**src/rtl/store_result_monitor.sv**
```systemverilog
`default_nettype none
// ============================================================================
// Module      : store_result_monitor
// Description : Watches the core's store bus and reaches a sticky
//               PASS / FAIL / TIMEOUT verdict. It also keeps saturating
//               store and cycle counters and captures the last accepted
//               store for LEDs and debug.
//               Optional macro STORE_HIST_EN adds a 4-entry history of
//               accepted stores that is read through hist_sel.
// Revision    : 1.0 - initial release
// ============================================================================
module store_result_monitor #(
    parameter logic [31:0] PASS_ADDR      = 32'd100,
    parameter logic [31:0] PASS_DATA      = 32'd25,
    parameter logic [31:0] SCRATCH_ADDR   = 32'd96,
    // Must be >= 2 and must not exceed 2**CNT_W.
    parameter int unsigned TIMEOUT_CYCLES = 1000,
    parameter int unsigned CNT_W          = 16
) (
    input  logic             clk,
    input  logic             reset,
    input  logic             MemWrite,
    input  logic [31:0]      DataAdr,
    input  logic [31:0]      WriteData,
    input  logic [1:0]       hist_sel,
    output logic             done,
    output logic             pass,
    output logic             fail,
    output logic             timeout,
    output logic [CNT_W-1:0] store_count,
    output logic [CNT_W-1:0] cycle_count,
    output logic [31:0]      last_addr,
    output logic [31:0]      last_data,
    output logic [31:0]      hist_addr,
    output logic [31:0]      hist_data
);

    localparam logic [CNT_W-1:0] c_TO_LAST = CNT_W'(TIMEOUT_CYCLES - 1);
    localparam logic [CNT_W-1:0] c_CNT_MAX = '1;

    typedef enum logic [1:0] {
        S_RUN     = 2'd0,
        S_PASS    = 2'd1,
        S_FAIL    = 2'd2,
        S_TIMEOUT = 2'd3
    } state_t;

    state_t           state_q, state_d;
    logic [CNT_W-1:0] store_count_q, store_count_d;
    logic [CNT_W-1:0] cycle_count_q, cycle_count_d;
    logic [31:0]      last_addr_q, last_addr_d;
    logic [31:0]      last_data_q, last_data_d;
    logic             w_accept;

    // A store is only accepted while the test is still running.
    assign w_accept = (state_q == S_RUN) && MemWrite;

    // Next-state and counter update; a store verdict outranks the timeout.
    always_comb begin
        state_d       = state_q;
        store_count_d = store_count_q;
        cycle_count_d = cycle_count_q;
        last_addr_d   = last_addr_q;
        last_data_d   = last_data_q;
        if (state_q == S_RUN) begin
            if (cycle_count_q != c_CNT_MAX) begin
                cycle_count_d = cycle_count_q + 1'b1;
            end
            if (MemWrite) begin
                if (store_count_q != c_CNT_MAX) begin
                    store_count_d = store_count_q + 1'b1;
                end
                last_addr_d = DataAdr;
                last_data_d = WriteData;
                if ((DataAdr == PASS_ADDR) && (WriteData == PASS_DATA)) begin
                    state_d = S_PASS;
                end else if (DataAdr != SCRATCH_ADDR) begin
                    state_d = S_FAIL;
                end else if (cycle_count_q == c_TO_LAST) begin
                    // Scratch store on the last allowed cycle still times out.
                    state_d = S_TIMEOUT;
                end
            end else if (cycle_count_q == c_TO_LAST) begin
                state_d = S_TIMEOUT;
            end
        end
    end

    // State, counter and capture registers with synchronous reset.
    always_ff @(posedge clk) begin
        if (reset) begin
            state_q       <= S_RUN;
            store_count_q <= '0;
            cycle_count_q <= '0;
            last_addr_q   <= '0;
            last_data_q   <= '0;
        end else begin
            state_q       <= state_d;
            store_count_q <= store_count_d;
            cycle_count_q <= cycle_count_d;
            last_addr_q   <= last_addr_d;
            last_data_q   <= last_data_d;
        end
    end

    assign done        = (state_q != S_RUN);
    assign pass        = (state_q == S_PASS);
    assign fail        = (state_q == S_FAIL);
    assign timeout     = (state_q == S_TIMEOUT);
    assign store_count = store_count_q;
    assign cycle_count = cycle_count_q;
    assign last_addr   = last_addr_q;
    assign last_data   = last_data_q;

`ifdef STORE_HIST_EN
    logic [31:0] hist_addr_q [4];
    logic [31:0] hist_data_q [4];
    logic [1:0]  hist_wptr_q;
    logic [1:0]  w_rd_idx;

    // Circular history of accepted stores; the pointer wraps 3 -> 0.
    always_ff @(posedge clk) begin
        if (reset) begin
            for (int i = 0; i < 4; i++) begin
                hist_addr_q[i] <= '0;
                hist_data_q[i] <= '0;
            end
            hist_wptr_q <= '0;
        end else if (w_accept) begin
            hist_addr_q[hist_wptr_q] <= DataAdr;
            hist_data_q[hist_wptr_q] <= WriteData;
            hist_wptr_q              <= hist_wptr_q + 2'd1;
        end
    end

    // hist_sel = 0 picks the newest entry; 2-bit arithmetic gives mod 4.
    assign w_rd_idx  = hist_wptr_q - 2'd1 - hist_sel;
    assign hist_addr = hist_addr_q[w_rd_idx];
    assign hist_data = hist_data_q[w_rd_idx];
`else
    logic w_unused_hist;

    assign w_unused_hist = ^{hist_sel, w_accept};
    assign hist_addr     = '0;
    assign hist_data     = '0;
`endif

endmodule
`default_nettype wire
```
**config.mk**
```make
export PLATFORM = sky130hd
export DESIGN_NAME = store_result_monitor
export DESIGN_NICKNAME = d
export VERILOG_FILES = /design/src/rtl/store_result_monitor.sv
export SDC_FILE = /design/constraint.sdc
export NUM_CORES = 1
export LEC_CHECK = 0
export BUFFER_PORTS_ARGS = -buffer_cell sky130_fd_sc_hd__buf_4
export CAP_MARGIN = 25
export CORE_ASPECT_RATIO = 1.2
export CORE_MARGIN = 4
export CORE_UTILIZATION = 30
export CTS_CLUSTER_SIZE = 40
export DETAILED_ROUTE_END_ITERATION = 10
export REMOVE_ABC_BUFFERS = 1
export SYNTH_ARGS = -nofsm -noshare
export SYNTH_HDL_FRONTEND = slang
export SYNTH_SLANG_ARGS = --single-unit
```
**constraint.sdc**
```tcl
create_clock -name clk -period 1.83 [get_ports clk]
set_clock_uncertainty 0.05 [all_clocks]
set_input_delay 0.2745 -clock clk [delete_from_list [all_inputs] [get_ports clk]]
set_output_delay 0.2745 -clock clk [all_outputs]
set_load 0.02 [all_outputs]
```
# [Word level (Yosys, flattened, before mapping)]
# Index checks and enable logic that the tools add are counted.
[totals] input_bits=69 wordCells=26 regBits=98 out_inout_bits=164
[op_classes] n_eq_ne=9 reduce_logical=6 addsub=2 muxes=4
[op_table] cell="adder 16 x 1 -> 16 bit (second input constant)" count=2
[op_table] cell="equality test 32 x 5 -> 1 bit (second input constant)" count=1
[op_table] cell="equality test 32 x 7 -> 1 bit (second input constant)" count=1
[op_table] cell="!= test 16 bit (second input constant)" count=2
[op_table] cell="!= test 32 x 7 -> 1 bit (second input constant)" count=1
[op_table] cell="equality test 16 x 10 -> 1 bit (second input constant)" count=1
[op_table] cell="2-to-1 mux 2 bit" count=4
[op_table] cell="equality test 2 bit (second input constant)" count=2
[op_table] cell="AND reduction 2 bit" count=2
[op_table] cell="AND reduction 3 bit" count=1
[op_table] cell="equality test 2 x 1 -> 1 bit (second input constant)" count=1
[op_table] cell="logical NOT 2 bit" count=1
[op_table] cell="nonzero test 2 bit" count=1
[op_table] cell="logical AND 1 bit" count=1

# [Logic depth before layout (Yosys ltp)]
# Gate-level depths: netlist of run 1.
[logic_depth] ltp_word=5 ltp_mapped=6 depth_no_buf=6

# [Worst setup path before layout of run 1]
# OpenSTA, ideal clock, no wires.
[synth_timing] kind="register to register" from="register store_count_q[0], in the netlist store_count[0]" to="register store_count_q[0], in the netlist store_count[0]" period_less_slack_ps=1712 setup_time_ps=128 path_buffers=0 path_stages_with_launch=7 setup_slack_ps=118 required_ps=1652 arrival_ps=1535 cell_sequence="dfxtp_1 > ha_1 > nand4_1 > nor4b_4 > nor2_1 > xnor2_1 > nor2_1"
[synth_via] elab_chain_cells=2 elab_cells_between_ends=3 cone_classes="add/sub: 1; eq/ne: 1; reduce/logical: 1"
[synth_rtl] element="from (decl)" line="49" source="logic [CNT_W-1:0] store_count_q, store_count_d;"
[synth_rtl] element="from (signal assigned)" line="99" source="store_count_q <= store_count_d;"
[synth_rtl] element="branches (longest 2 deep; another with adder 16 x 1 -> 16 bit)"
# Several ways; the timed one is not identified.
# A chain may end at the register's enable or synchronous reset.

# [Final worst setup path of run 1]
# Same ends and word-level chain as after synthesis.

==> impl_metrics.toml, run 1 <==
[status]
status = "finished, final reports clean"

[detailed_routing]
drc_errors = 0
num_vias = 4162
dr.pass1.iters = 4
postRouteAntennaNets = 0
via_per_inst = 4.39
post_drt_wl_per_cell_um = 13.2
wl_mm = 12.5
dr.first_iter.drc_count = 146

[synthesis]
async_flop_share = 0
synth.avg_cell_area_um2 = 8.07
ys_seq_area_frac = 0.434
ys_warn_count = 0
synth-seq-cells = 98
synthDistinctLibCells = 41
synthFlopType = "dfxtp_1"
synth_edf_count = 0
synthesis.instances = 560
syn_area_um2 = 4520

[place]
place.gp.congestion = 0.771
dp.cells = 929
portBuffers = 166
dp_hpwl_mm = 9.50

[cts]
numCtsBuffers = 9
cts_root_buf = "clkbuf_16"
clock_latency_ps = 340
clockBufferDepth = 2
cts_tree = "built"
clk_pin_slew_ps = 70
numClockSinks = 98
h-tree-depth = 3

[global_routing]
grt_util_met3 = 0.0290
grt_pass1_vias = 3793
track_usage = 0.140
grt_max_degree = 52
globalRouteOverflowTotal = 0
grt_pass1_wl_mm = 19.3
use_met1 = 0.174
met2_usage = 0.240
grt-busiest-layer = "met2"
antenna_found_initial = 0

[pwr]
power_density_nw_per_um2 = 823
leakage_nw = 2.79
ir_drop_mv = 0.345

[setup_path]
cp-end-kind = "register"
cp_max_fo = 6
crit_chain = "ha_2, nand4_1, nor4b_4, buf_4, nor2_1, xnor2_1, nor2_1"
crit_type = "register to register"
timing.critical_path.mode_cell = "nor2_1"
critPathRequiredTime_ps = 2000
crit_slowest_cell = "dfxtp_1"
max_stage_delay_ps = 340
r2r_cells = 7
critPathLaunchType = "register"
arrival_ps = 1860

[floorplan]
ios = 233
dieArea_um2 = 17100
rows = 48
die_x_um = 120
die_h_um = 142
start_util = 0.310
core_um2 = 14600

[sta]
finalSetupViolations = 0
finalCriticalPeriod_ps = 1690
maxClockFrequency_mhz = 591
fin_crit_sh = 0.925
hold_viol_final = 0
slew_violations = 0
hold-worst-slack_ps = 131

[final_layout]
synthToLayoutAreaGrowth_pct = 39.0
finalNonFillerCells = 947
final_common_cell = "buf_4"
n_antenna_cell = 0
final_cell_mix = "buf_4 (196), nand2_1 (140), dfxtp_1 (98)"
drive_gt1_frac = 0.304
layout.nets = 813
nFillCells = 1532

[run]
drv_cap = 0

[min_path]
hold_path_depth = 3
hold_class = "input port to register"
[state kept, by name, summed over array words and instances (netlist names)]
register / count
store_count: 16
last_data: 32
state_q: 2
last_addr: 32
cycle_count: 16
[layer usage]
metal  wire length, um  up-vias
met5                 0        -
met4               176        0
met3               851       11
met2              6240      142
met1              5260     1892
li1                  -     2117
[logic make-up (layout without fill, tap and decap cells)]
family | count (synthesis) | after routing | synth area share
mux | 2 | 2 | 0.00443
buf+inv | 93 | 217 | 0.134
xor+xnor | 23 | 23 | 0.0446
fa+ha+maj | 2 | 2 | 0.00554
compound gates | 81 | 81 | 0.0927
other cells | 1 | 64 | 0.000830
simple gates | 260 | 260 | 0.283
flops | 98 | 98 | 0.434
[repair_timing]
item                       CTS  global route
setup endpoints to repair    0             9
resized for setup            0             2
setup buffers                0             2
hold buffers                 0             0
hold endpoints to repair     0             0
[synthesized netlist by cell type, types with 3 or more instances]
library cell	number	share of area
nor4b_1	4	0.0078
nor3_1	12	0.013
clkbuf_1	16	0.013
nand2_1	140	0.12
buf_4	66	0.11
xnor2_1	12	0.023
xor2_1	11	0.021
nand4_1	14	0.019
and4_1	7	0.014
a31oi_1	3	0.0042
and2_1	3	0.0042
or3_1	3	0.0042
dfxtp_1	98	0.43
nor2b_1	3	0.0042
a21oi_1	69	0.076
nor2_1	33	0.027
buf_2	8	0.0089
and3_1	5	0.0069
nand3_1	11	0.012
nor4_1	10	0.014
o21ai_0	5	0.0055
[power by group]
group          internal, mW  switching (mW)
Sequential             2.22          0.0466
Clock                  1.21           0.865
Combinational         0.314           0.506
[final timing paths]
path	startpoint	endpoint	slack (ps)
worst max register to register	store_count[0]	store_count[0]	140
worst min register to register	last_addr[2]	last_addr[2]	400
worst max-delay path	store_count[0]	store_count[0]	140
worst min-delay path	WriteData[29]	last_data[29]	130
[critical path, delay by kind of cell (launching register included)]
family | cells | cell delay (ps)
adder cells (fa/ha/maj) | 1 | 210
flip-flops | 1 | 340
AND/OR/NAND/NOR | 4 | 650
XOR/XNOR | 1 | 150
buffers and inverters | 1 | 180
[cell type report]
cell class | count | area (um^2) | area share
multi-input cells | 432 | 2200 | 0.350
flip-flops and latches | 98 | 1960 | 0.312
repair buffers | 199 | 1530 | 0.244
well taps | 200 | 250 | 0.0398
clock buffers | 9 | 225 | 0.0359
clock inverters | 7 | 103 | 0.0163
inverters | 2 | 7.51 | 0.00120
[through the flow]
step                      TNS [ps]  power [mW]  area, um^2  utilization  worst slack, ps
after detailed placement     -11.5        3.15        5930        0.406            -11.5
after global placement           0        3.14        5930        0.406             5.97
after CTS                        0        5.25        6260        0.429             98.0
after global routing         -5.61        5.42        6280        0.430            -5.61
final                            0        5.17        6280        0.430              138
after floorplan             -75670        2.73        4160            -            -1630
No activity file was read; power rests on OpenSTA's default activity.
==> inputs of run 2 (changes only) <==
- ABC_AREA: not set -> 1
==> run 2 against run 1 <==
Effect of this change:
- first-iteration DRC count is 25% higher
- synthesized cell count is 27% higher
- die area is 8.7% higher
- synthesized area is 9.3% higher
- register-to-register slack hardly changed
- worst hold slack worse by 20 ps
- combinational power is 23% higher
- critical path depth is 2 higher
- largest power group unchanged
==> impl_metrics.toml, run 2 <==
[place]
dp_hpwl_mm = 10.3
pre_cts_slack_ps = 85.5
portBuffers = 166
dp.cells = 1080
placed_area_um2 = 6250
place.gp.congestion = 0.880

[pwr]
power_density_nw_per_um2 = 803
ir_drop_mv = 0.367
total_power_mw = 5.27
leakage_nw = 3.11

[detailed_routing]
wl_mm = 13.8
postRouteAntennaNets = 0
highest_layer = "met4"
num_vias = 4693
via_per_inst = 4.28
wl_met3_mm = 1.11
dr.first_iter.drc_count = 183
drt-met1-wl_mm = 5.84
drc_errors = 0
post_drt_wl_per_cell_um = 12.6
wl_met2_mm = 6.71
dr.pass1.iters = 5

[synthesis]
synth_area_leaders = "dfxtp_1 (40%), buf_4 (9.7%), nor2_1 (9.4%)"
synth.most_common_cell = "nor2_1"
yosys-top-cells-count = "nor2_1 (124), nand2_1 (109), dfxtp_1 (98)"
synthFlopType = "dfxtp_1"
synth_top_area_share = 0.397
synth_edf_count = 0
synthDistinctLibCells = 32
synth_top_area_cell = "dfxtp_1"
synth.avg_cell_area_um2 = 6.96
async_flop_share = 0
syn_area_um2 = 4940
synth-seq-cells = 98
ys_seq_area_frac = 0.397
ys_warn_count = 0
synthesis.instances = 710

[sta]
finalCriticalPeriod_ps = 1680
finalSetupViolations = 0
setup_slack_ps = 151
hold-worst-slack_ps = 111
hold_viol_final = 0
slew_violations = 0
finalSetupTns_ps = 0
rsz0062_at_grt = "false"
fin_crit_sh = 0.917
maxClockFrequency_mhz = 596

[final_layout]
drive_gt1_frac = 0.245
n_antenna_cell = 0
nFillCells = 1775
final_util = 0.405
fin_area_um2 = 6560
layout.nets = 951
final_cell_mix = "buf_4 (184), nor2_1 (124), nand2_1 (109)"
multi_input_area_um2 = 2330
finalNonFillerCells = 1097
final_common_cell = "buf_4"
seq_area_um2 = 1960
synthToLayoutAreaGrowth_pct = 32.9

[floorplan]
dieArea_um2 = 18600
start_util = 0.305
ios = 233
die_x_um = 125
core_um2 = 16200
rows = 51
die_h_um = 149

[global_routing]
grt_pass1_wl_mm = 21.0
globalRouteOverflowTotal = 0
track_usage = 0.139
grt_pass1_vias = 4251
grt_max_degree = 107
antenna_found_initial = 0

[setup_path]
cp_max_fo = 10
cp-end-kind = "register"
critPathRequiredTime_ps = 2000
crit_type = "register to register"
arrival_ps = 1850
critPathLaunchType = "register"

[cts]
numCtsBuffers = 9
clk_pin_slew_ps = 70
postCtsHoldBufs = 0
clock_latency_ps = 340
numClockSinks = 98
cts_tree = "built"
h-tree-depth = 3
clockBufferDepth = 2
cts_root_buf = "clkbuf_16"

[min_path]
hold_class = "input port to register"

[run]
drv_cap = 0

[status]
status = "finished, final reports clean"
run 2: changes by cell type after synthesis, sizes merged, moves of 10 or more:
cell | before | now
o21ai | 5 | 76
nand3 | 11 | 21
nor4 | 11 | 1
inv | 2 | 75
nor2 | 34 | 129
nand2 | 141 | 110
run 2: power by group:
part | internal [mW] | leakage (nW) | total (mW) | switching, mW
Sequential | 2.27 | 0.806 | 2.34 | 0.0691
Clock | 1.10 | 0.143 | 1.92 | 0.825
Combinational | 0.375 | 2.16 | 1.01 | 0.633
run 2: path summary, 6_finish.rpt:
| path | slack (ps) | cells past startpoint | start | endpoint |
|---|---|---|---|---|
| max | 150 | 9 | store_count[1] | store_count[10] |
| min | 110 | 3 | WriteData[8] | last_data[8] |
| max reg2reg | 150 | 9 | store_count[1] | store_count[10] |
| min reg2reg | 460 | 2 | cycle_count[1] | cycle_count[1] |
run 2: area by class of cell:
type	instances	area share
timing repair buffer	186	0.217
sequential	98	0.299
multi-input combinational	510	0.355
tap	212	0.0404
clock buffer	12	0.0376
inverter	75	0.0433
clock inverter	4	0.00782
run 2: repair_timing:
action,4_1_cts,5_1_grt
buffers inserted,0,0
setup endpoints to repair,0,13
gates resized for setup,0,3
run 2: cells by family (layout without fill, tap and decap cells):
logic type                 count (synthesis)  after routing  share of synthesized area
buffers and inverters                    166            277                      0.181
AOI/OAI and AO/OA                        144            144                      0.147
other                                      1             64                   0.000759
and+or+nand+nor                          283            284                      0.241
DFF                                       98             98                      0.397
xor gates and xnor gates                  16             16                     0.0284
adders and majority gates                  2              2                    0.00507
run 2: worst max-delay path, cell delays in order (launching register included):
cell and delay [ps]:
dfxtp_1 380, ha_2 220, nand2_1 60, nor2_1 140
nand2_1 150, nor2_4 190, nor2_4 100, nand2_1 90
nand2_1 50, nor3b_2 140
run 2: routing by layer:
metal / vias up / GRT usage
li1: 2458 / -
met5: - / 0
met2: 153 / 0.240
met4: 0 / 0.0374
met1: 2074 / 0.167
met3: 8 / 0.0474
==> inputs of run 3 (changes only) <==
- CORE_UTILIZATION: 30 -> 47
- CTS_CLUSTER_DIAMETER: not set -> 150
- PLACE_DENSITY: not set -> 0.81
- SETUP_SLACK_MARGIN: not set -> 0.3
==> run 3 against run 2 <==
Effect of this change:
- clock power hardly changed
- via count is 4.6% higher
- sequential share of layout area is 0.43 points lower
- worst setup slack better by 100 ps
- register-to-register slack better by 100 ps
- global-route usage is 7.1 points higher
- critical path type unchanged
- critical endpoint is now store_count[1]
- highest routed layer unchanged
==> impl_metrics.toml, run 3 (synthesis gave the netlist of run 2 again) <==
[status]
status = "finished, final reports clean"

[setup_path]
worst-path-buf-inv = 1
cp_num_cells = 9
r2r_start = "store_count[0]"
max_stage_delay_ps = 340
crit_chain = "ha_4, nand2_2, nor2_4, nand2_4, nor2_4, nor2_4, clkinvlp_4, nor2_1, nor2_1"
critPathLaunchType = "register"
cp_max_fo = 6
critPathRequiredTime_ps = 2020
cp-end-kind = "register"
reg2reg_setup_slack_ps = 250
timing.critical_path.mode_cell = "nor2_4"
r2r-end = "store_count[1]"
crit_slowest_cell = "dfxtp_2"
arrival_ps = 1760
r2r_cells = 9
cp_top_family = "simple AND/OR/NAND/NOR gates"
crit_type = "register to register"

[min_path]
min_from = "WriteData[13]"
holdPathEnd = "last_data[13]"
hold_class = "input port to register"
hold_path_depth = 3

[detailed_routing]
via_per_inst = 4.79
dr.pass1.iters = 4
wl_mm = 13.6
dr.first_iter.drc_count = 240
post_drt_wl_per_cell_um = 13.3
drc_errors = 0
num_vias = 4908
postRouteAntennaNets = 0

[final_layout]
nFillCells = 902
n_antenna_cell = 0
final_common_cell = "buf_4"
final_cell_mix = "buf_4 (194), nor2_1 (118), nand2_1 (98)"
drive_gt1_frac = 0.307
layout.nets = 965
synthToLayoutAreaGrowth_pct = 37.6
fin_area_um2 = 6800

[sta]
rsz0062_at_grt = "true"
slew_violations = 0
maxClockFrequency_mhz = 634
finalCriticalPeriod_ps = 1580
finalSetupViolations = 0
hold_viol_final = 0
hold-worst-slack_ps = 112
fin_crit_sh = 0.862

[cts]
clk_pin_slew_ps = 70
numCtsBuffers = 9
cts_root_buf = "clkbuf_16"
cts_tree = "built"
clock_latency_ps = 340
clockBufferDepth = 2
numClockSinks = 98
h-tree-depth = 3

[run]
drv_cap = 0

[floorplan]
rows = 40
ios = 233
core_um2 = 10200
die_x_um = 102
die_h_um = 120
dieArea_um2 = 12200
start_util = 0.486

[pwr]
power_density_nw_per_um2 = 782
ir_drop_mv = 0.449
leakage_nw = 3.26

[global_routing]
grt_max_degree = 107
globalRouteOverflowTotal = 0
antenna_found_initial = 0
grt_pass1_wl_mm = 20.7
grt_pass1_vias = 4394
track_usage = 0.210

[place]
portBuffers = 166
dp_hpwl_mm = 9.58
placed_area_um2 = 6120
place.gp.congestion = 0.840
-- run 3: cell types whose count changed in the layout (fill, tap and decap cells not counted), sizes merged --
cell and change:
buf +12, clkbuf -1, clkinvlp +1, nor2 +1
-- run 3: report_power, final --
| part | internal [mW] | leakage, nW | switching [mW] |
|---|---|---|---|
| Combinational | 0.396 | 2.29 | 0.647 |
| Clock | 1.13 | 0.148 | 0.807 |
| Sequential | 2.26 | 0.817 | 0.0748 |
| Total | 3.78 | 3.26 | 1.53 |
-- run 3: worst max-delay path by stage --
stage	end	from	slack, ps
3_5_place_dp	store_count[8]	store_count[1]	90
5_1_grt	store_count[13]	store_count[0]	210
6_report	store_count[1]	store_count[0]	250
2_1_floorplan	store_count[12]	state_q[1]	-510
3_3_place_gp	store_count[10]	store_count[1]	120
4_1_cts	store_count[8]	store_count[10]	300
-- run 3: per-layer routing --
layer / global-route usage / up-vias / part of all wire
met2: 0.355 / 192 / 0.51
met4: 0.0840 / 0 / 0.020
met1: 0.250 / 2195 / 0.39
met5: 0 / - / 0
li1: - / 2498 / -
met3: 0.0565 / 23 / 0.086
-- run 3: cell type report --
class                   instances  area [um^2]  share of cell area
multi-input cells             511         2500               0.367
repair buffers                198         1540               0.226
flip-flops and latches         98         2000               0.295
repair inverters                1         7.51             0.00110
well taps                     126          158              0.0232
clock buffers                  11          253              0.0372
inverters                      75          292              0.0429
clock inverters                 4         51.3             0.00755
-- run 3: timing repair --
action                                  CTS  global route
pin swaps                                11            20
setup buffers                             8             9
endpoints found under the setup margin   31            43
gates cloned                              3             0
hold buffers                              0             0
gates resized for setup                  23            52
-- run 3: metrics by stage --
stage          TNS, ps  setup slack [ps]  utilization  cells  total power, mW
2_1_floorplan    -8090              -507            -    682             2.92
3_3_place_gp         0               116        0.602    989             3.37
3_5_place_dp         0              94.4        0.602    989             3.38
4_1_cts              0               295        0.648   1015             5.34
5_1_grt              0               207        0.669   1024             5.54
6_report             0               253        0.669   1024             5.31
-- run 3: worst reg2reg max path, stage by stage (launching register included) --
cell and delay (ps):
dfxtp_2 340, ha_4 160, nand2_2 80, nor2_4 40
nand2_4 90, nor2_4 60, nor2_4 240, clkinvlp_4 230
nor2_1 140, nor2_1 40
